[config.mk]
export PLATFORM = sky130hd
export DESIGN_NAME = fwd_scoreboard
export DESIGN_NICKNAME = d
export VERILOG_FILES = /design/src/rtl/fwd_pkg.sv /design/src/rtl/fwd_match.sv /design/src/rtl/fwd_scoreboard.sv
export SDC_FILE = /design/constraint.sdc
export NUM_CORES = 1
export LEC_CHECK = 0
export ABC_AREA = 1
export BUFFER_PORTS_ARGS = -buffer_cell sky130_fd_sc_hd__buf_2
export CAP_MARGIN = 15
export CORE_MARGIN = 4
export CORE_UTILIZATION = 54
export DETAILED_ROUTE_END_ITERATION = 8
export HOLD_SLACK_MARGIN = 0.02
export PLACE_DENSITY = 0.83
export SLEW_MARGIN = 20
export SYNTH_ARGS = -nofsm -noshare
export SYNTH_HDL_FRONTEND = slang
export SYNTH_SLANG_ARGS = --single-unit
[constraint.sdc]
create_clock -name clk -period 3 [get_ports clk]
set_input_delay 0 -clock clk [delete_from_list [all_inputs] [get_ports clk]]
set_output_delay 0 -clock clk [all_outputs]
set_load 0.01 [all_outputs]
[src/rtl/fwd_pkg.sv]
// Shared types and helpers for the forwarding / load-use hazard unit.
// Holds the in-flight destination entry record, the register-file select
// code and the saturating counter increment used by the optional stats.
package fwd_pkg;

  // Widest register address an entry can hold; REG_W must not exceed this.
  localparam int FWD_DEST_W = 8;

  // Select code meaning "read the register file, no forwarding".
  localparam int FWD_SEL_RF = 0;

  typedef struct packed {
    logic                  vld;
    logic [FWD_DEST_W-1:0] dest;
    logic                  wb_en;
    logic                  is_load;
  } fwd_entry_t;

  function automatic logic [15:0] sat_inc16(input logic [15:0] v);
    return (v == 16'hFFFF) ? v : v + 16'd1;
  endfunction

endpackage

[src/rtl/fwd_match.sv]
// Per-operand priority match of one EXE source against the in-flight entries.
// Latency: purely combinational. Backpressure: none, evaluated every cycle.
// Ports: entries (stage 1 at index 0), src/src_vld in; sel (0 = register
//        file, k = stage k) and hazard (youngest producer is an unready load) out.
module fwd_match
  import fwd_pkg::*;
#(
  parameter int DEPTH            = 2,
  parameter int REG_W            = 5,
  parameter int LOAD_READY_STAGE = 2,
  parameter int SEL_W            = 2
) (
  input  fwd_entry_t [DEPTH-1:0] entries,
  input  logic [REG_W-1:0]       src,
  input  logic                   src_vld,
  output logic [SEL_W-1:0]       sel,
  output logic                   hazard
);

  logic [SEL_W-1:0]      hit_sel;
  logic                  hit_load;
  logic [FWD_DEST_W-1:0] src_ext;

  assign src_ext = FWD_DEST_W'(src);

  // Scan oldest to youngest so the youngest match is the last one written.
  always_comb begin
    hit_sel  = SEL_W'(FWD_SEL_RF);
    hit_load = 1'b0;
    for (int k = DEPTH; k >= 1; k--) begin
      if (src_vld && (src != '0) && entries[k-1].vld && entries[k-1].wb_en &&
          (entries[k-1].dest == src_ext)) begin
        hit_sel  = SEL_W'(k);
        hit_load = entries[k-1].is_load;
      end
    end
  end

  // hit_load can only be set by a real match, so hit_sel is nonzero here.
  assign hazard = hit_load && (hit_sel < SEL_W'(LOAD_READY_STAGE));

  // A hazarding operand must not consume stale forwarded data.
  assign sel = hazard ? SEL_W'(FWD_SEL_RF) : hit_sel;

endmodule

[src/rtl/fwd_scoreboard.sv]
// Forwarding select and load-use stall for EXE operands from a DEPTH-stage record pipeline.
// Latency: outputs combinational from inputs and registered entries; entries shift 1/cycle.
// Backpressure: hold freezes all entries; stall injects a bubble into stage 1.
// Ports: src_EXE/src_vld_EXE/dest_EXE/WB_EN_EXE/MEM_R_EN_EXE/flush_EXE/hold in;
//        fwd_sel (per operand), stall out; stall_cnt/fwd_cnt only with FWD_STATS_EN.
module fwd_scoreboard
  import fwd_pkg::*;
#(
  parameter  int NUM_SRC          = 3,
  parameter  int REG_W            = 5,
  parameter  int DEPTH            = 2,
  parameter  int LOAD_READY_STAGE = 2,
  localparam int SEL_W            = $clog2(DEPTH + 1)
) (
  input  logic                     clk,
  input  logic                     rst_n,
  input  logic [NUM_SRC*REG_W-1:0] src_EXE,
  input  logic [NUM_SRC-1:0]       src_vld_EXE,
  input  logic [REG_W-1:0]         dest_EXE,
  input  logic                     WB_EN_EXE,
  input  logic                     MEM_R_EN_EXE,
  input  logic                     flush_EXE,
  input  logic                     hold,
  output logic [NUM_SRC*SEL_W-1:0] fwd_sel,
  output logic                     stall
`ifdef FWD_STATS_EN
  ,
  output logic [15:0]              stall_cnt,
  output logic [15:0]              fwd_cnt
`endif
);

  fwd_entry_t [DEPTH-1:0] entries;
  logic [NUM_SRC-1:0]     hazard;

  for (genvar i = 0; i < NUM_SRC; i++) begin : g_src
    fwd_match #(
      .DEPTH           (DEPTH),
      .REG_W           (REG_W),
      .LOAD_READY_STAGE(LOAD_READY_STAGE),
      .SEL_W           (SEL_W)
    ) u_match (
      .entries(entries),
      .src    (src_EXE[i*REG_W +: REG_W]),
      .src_vld(src_vld_EXE[i]),
      .sel    (fwd_sel[i*SEL_W +: SEL_W]),
      .hazard (hazard[i])
    );
  end

  assign stall = |hazard;

  // The stalled EXE instruction stays in EXE, so stage 1 gets a bubble rather
  // than a duplicate of it. Under hold nothing moves, so no bubble either.
  always_ff @(posedge clk or negedge rst_n) begin
    if (!rst_n) begin
      entries <= '0;
    end else if (!hold) begin
      for (int k = 1; k < DEPTH; k++) begin
        entries[k] <= entries[k-1];
      end
      if (flush_EXE || stall) begin
        entries[0] <= '0;
      end else begin
        entries[0] <= '{vld: 1'b1, dest: FWD_DEST_W'(dest_EXE),
                        wb_en: WB_EN_EXE, is_load: MEM_R_EN_EXE};
      end
    end
  end

`ifdef FWD_STATS_EN
  always_ff @(posedge clk or negedge rst_n) begin
    if (!rst_n) begin
      stall_cnt <= '0;
      fwd_cnt   <= '0;
    end else if (!hold) begin
      if (stall) stall_cnt <= sat_inc16(stall_cnt);
      if (|fwd_sel) fwd_cnt <= sat_inc16(fwd_cnt);
    end
  end
`endif

endmodule

==> impl_results.md <==
- DIE AREA: 2930 um^2
- Placement row count: 16
- Largest net degree at the start of global routing: 22
- Die height: 54.1 um
- Biggest register: entries
- Yosys reg bits: 15
- Cell Area, Synth: 1150 um^2
- Hold crit path type: input pin to register
- Pre-antenna DRT Iters: 4
- DRT iter0 DRCs: 34
- Crit path kind: register to output port
- Yosys warns: 0
- Via-per-instance ratio: 5.30
- Post-DP HPWL: 2540 um
- Max_cap viols: 0
- Post-route minimum period: 1.88 ns
- Root Driver: clkbuf_4
- Power Density: 344 nW/um^2
- Via count: 1319
- CP startpoint kind: register
- Antenna diode count: 0
- Maximum root-to-sink buffer count: 2
- Setup TNS: 0 ns
- Vias in the first global route: 1241
- Post-synth EDFFs: 0
- Largest register FFs: 15
- Port Buffers: 35
- Register area share after synthesis: 32.6%
- Top cell type's share of synthesized area: 32.6%
- Pins Over Slew Limit: 0
- Placed inst area: 1350 um^2
- Final hold violation count: 0
- IO Count: 36
- Htree depth: 1
- Worst-margin pin slew: 0.519 ns
- Setup Buffers After CTS: 0
- Top_reg_cell synth: dfrtp_1
- Setup violators final: 0
- Largest area contributor in the netlist: dfrtp_1
- Min Hold Slack: 0.0786 ns
- Max Fclk: 0.531 GHz
- Clock latency on the worst-skew pair: 0.28 ns
- Async set or reset register ratio after synthesis: 100%
- WP data arrival: 1.88 ns
- DRT antenna net count: 0
- Unrepaired setup endpoints after global routing: no
- Distinct cell type count after synthesis: 25
- CP Data Required Time: 3.00 ns
- Layout area overhead: 26.8%
- First-pass GRT wire length: 5200 um
- Post-synth top cells: nand2_1, nor2_1, inv_1
- Crit path max fanout: 9
- Pre-CTS setup slack: 1.40 ns
- Worst Setup End Kind: output port
- Routed len/inst: 13.3 um
- Global placer's final weighted congestion: 0.939
- Status: finished, final reports clean
- DR DRC count: 0
- GRT overflow: 0
- Final wirelength: 3310 um
- Starting Density: 57.4%
- Avg Cell Area, Syn: 6.50 um^2
- Tot GR Track Use: 25.0%
- CTS tree: done
- Slew margin rel.: 65.2%
- Largest registers: entries: 15 flops
- Fin area: 1460 um^2
- Initial antenna violation count: 0
- Fin crit share: 62.8%
- Layout cell share with drive strength beyond 1: 23.0%
- Syn nets: 206
- CTS sink count: 15
- Clock-pin transition on the worst setup and hold timing paths: 0.09 ns
- Total CTS buffers: 3
- Maximum vdd drop: 391 uV
- Cells after synthesis: 177
- Top-count cell post-synth: nand2_1
- Synth area leaders: dfrtp_1, nand2_1, nand3_1, nor2_1, inv_1
- Final nets: 252
- Core area: 2000 um^2
- Clock Skew: 0.00188 ns
- P_leak: 0.839 nW
- Worst setup margin: 1.12 ns
- Design Power: 501 uW
- Die width: 54.1 um
## per-layer routing
| layer | global-route usage (%) | wire [um] | up-vias |
|---|---|---|---|
| li1 | - | - | 646 |
| met1 | 31.1 | 1380 | 610 |
| met2 | 42.2 | 1630 | 57 |
| met3 | 2.49 | 233 | 6 |
| met4 | 12.9 | 61 | 0 |
| met5 | 0 | 0 | - |
## stage by stage
step	cells	util [%]
floorplan	177	-
global placement	237	67.5
detailed placement	237	67.5
CTS	249	72.8
global route	249	72.8
finish	249	72.8
## cells in the final DEF (no fill, tap or decap)
master / netlist / final
a21oi_1: 3 / 3
a221oi_1: 1 / 1
and3b_1: 1 / 1
buf_2: 0 / 35
clkbuf_1: 2 / 1
clkbuf_4: 0 / 3
dfrtp_1: 15 / 15
dlygate4sd3_1: 0 / 8
inv_1: 18 / 18
inv_2: 3 / 3
mux2_2: 2 / 2
nand2_1: 64 / 64
nand2_2: 1 / 1
nand2_4: 1 / 1
nand3_1: 16 / 16
nand3_2: 2 / 2
nand4_1: 1 / 1
nor2_1: 19 / 19
nor2_2: 1 / 1
nor3_1: 4 / 4
nor3_2: 1 / 1
nor3b_1: 1 / 1
nor4_1: 1 / 1
o21ai_0: 5 / 5
o21ai_1: 1 / 1
or2_2: 2 / 2
xnor2_1: 7 / 7
xor2_1: 5 / 5
## kinds of logic after synthesis
family          Yosys count  share of synthesized area (%)
simple gates            115                           44.1
xor+xnor                 12                           9.14
compound gates           10                           4.68
flops                    15                           32.6
mux                       2                           1.96
buf+inv                  23                           7.51
## power by group
| group | internal, mW | switching [mW] | leakage, nW |
|---|---|---|---|
| Clock | 0.0517 | 0.0671 | 0.0150 |
| Combinational | 0.0609 | 0.0739 | 0.630 |
| Sequential | 0.220 | 0.0273 | 0.194 |
| Total | 0.333 | 0.168 | 0.839 |
## worst max-delay path, stage by stage, from the launching register on
cell     delay, ns
dfrtp_1       0.42
inv_1         0.24
nor2_1        0.07
nor3_1        0.22
nand3_1       0.20
nand3_2       0.15
nand2_4       0.09
inv_1         0.08
buf_2         0.13
## path summary, 6_finish.rpt
path,from,end,slack [ns],cells past startpoint
worst max-delay path,entries[3]$_DFFE_PN0N_,stall,1.12,8
worst min-delay path,flush_EXE,entries[10]$_DFFE_PN0N_,0.08,4
worst max register to register,entries[3]$_DFFE_PN0N_,entries[5]$_DFFE_PN0N_,1.36,8
worst min register to register,entries[10]$_DFFE_PN0N_,entries[10]$_DFFE_PN0N_,0.53,2
max in group asynchronous,rst_n,entries[5]$_DFFE_PN0N_,2.60,2
min in group asynchronous,rst_n,entries[13]$_DFFE_PN0N_,0.14,2
## layout make-up
type	count	area, um^2
Tap cell	27	33.8
Fill cell	170	544
Inverter	21	78.8
Multi-Input combinational cell	139	688
Timing Repair Buffer	43	255
Clock buffer	4	26.3
Sequential cell	15	375
## repair_timing
| action | 4_1_cts | 5_1_grt |
|---|---|---|
| hold endpoints to repair | 22 | 0 |
| hold buffers | 8 | 0 |
| resized for setup | 0 | 0 |
Power figures use the tool's default switching activity.
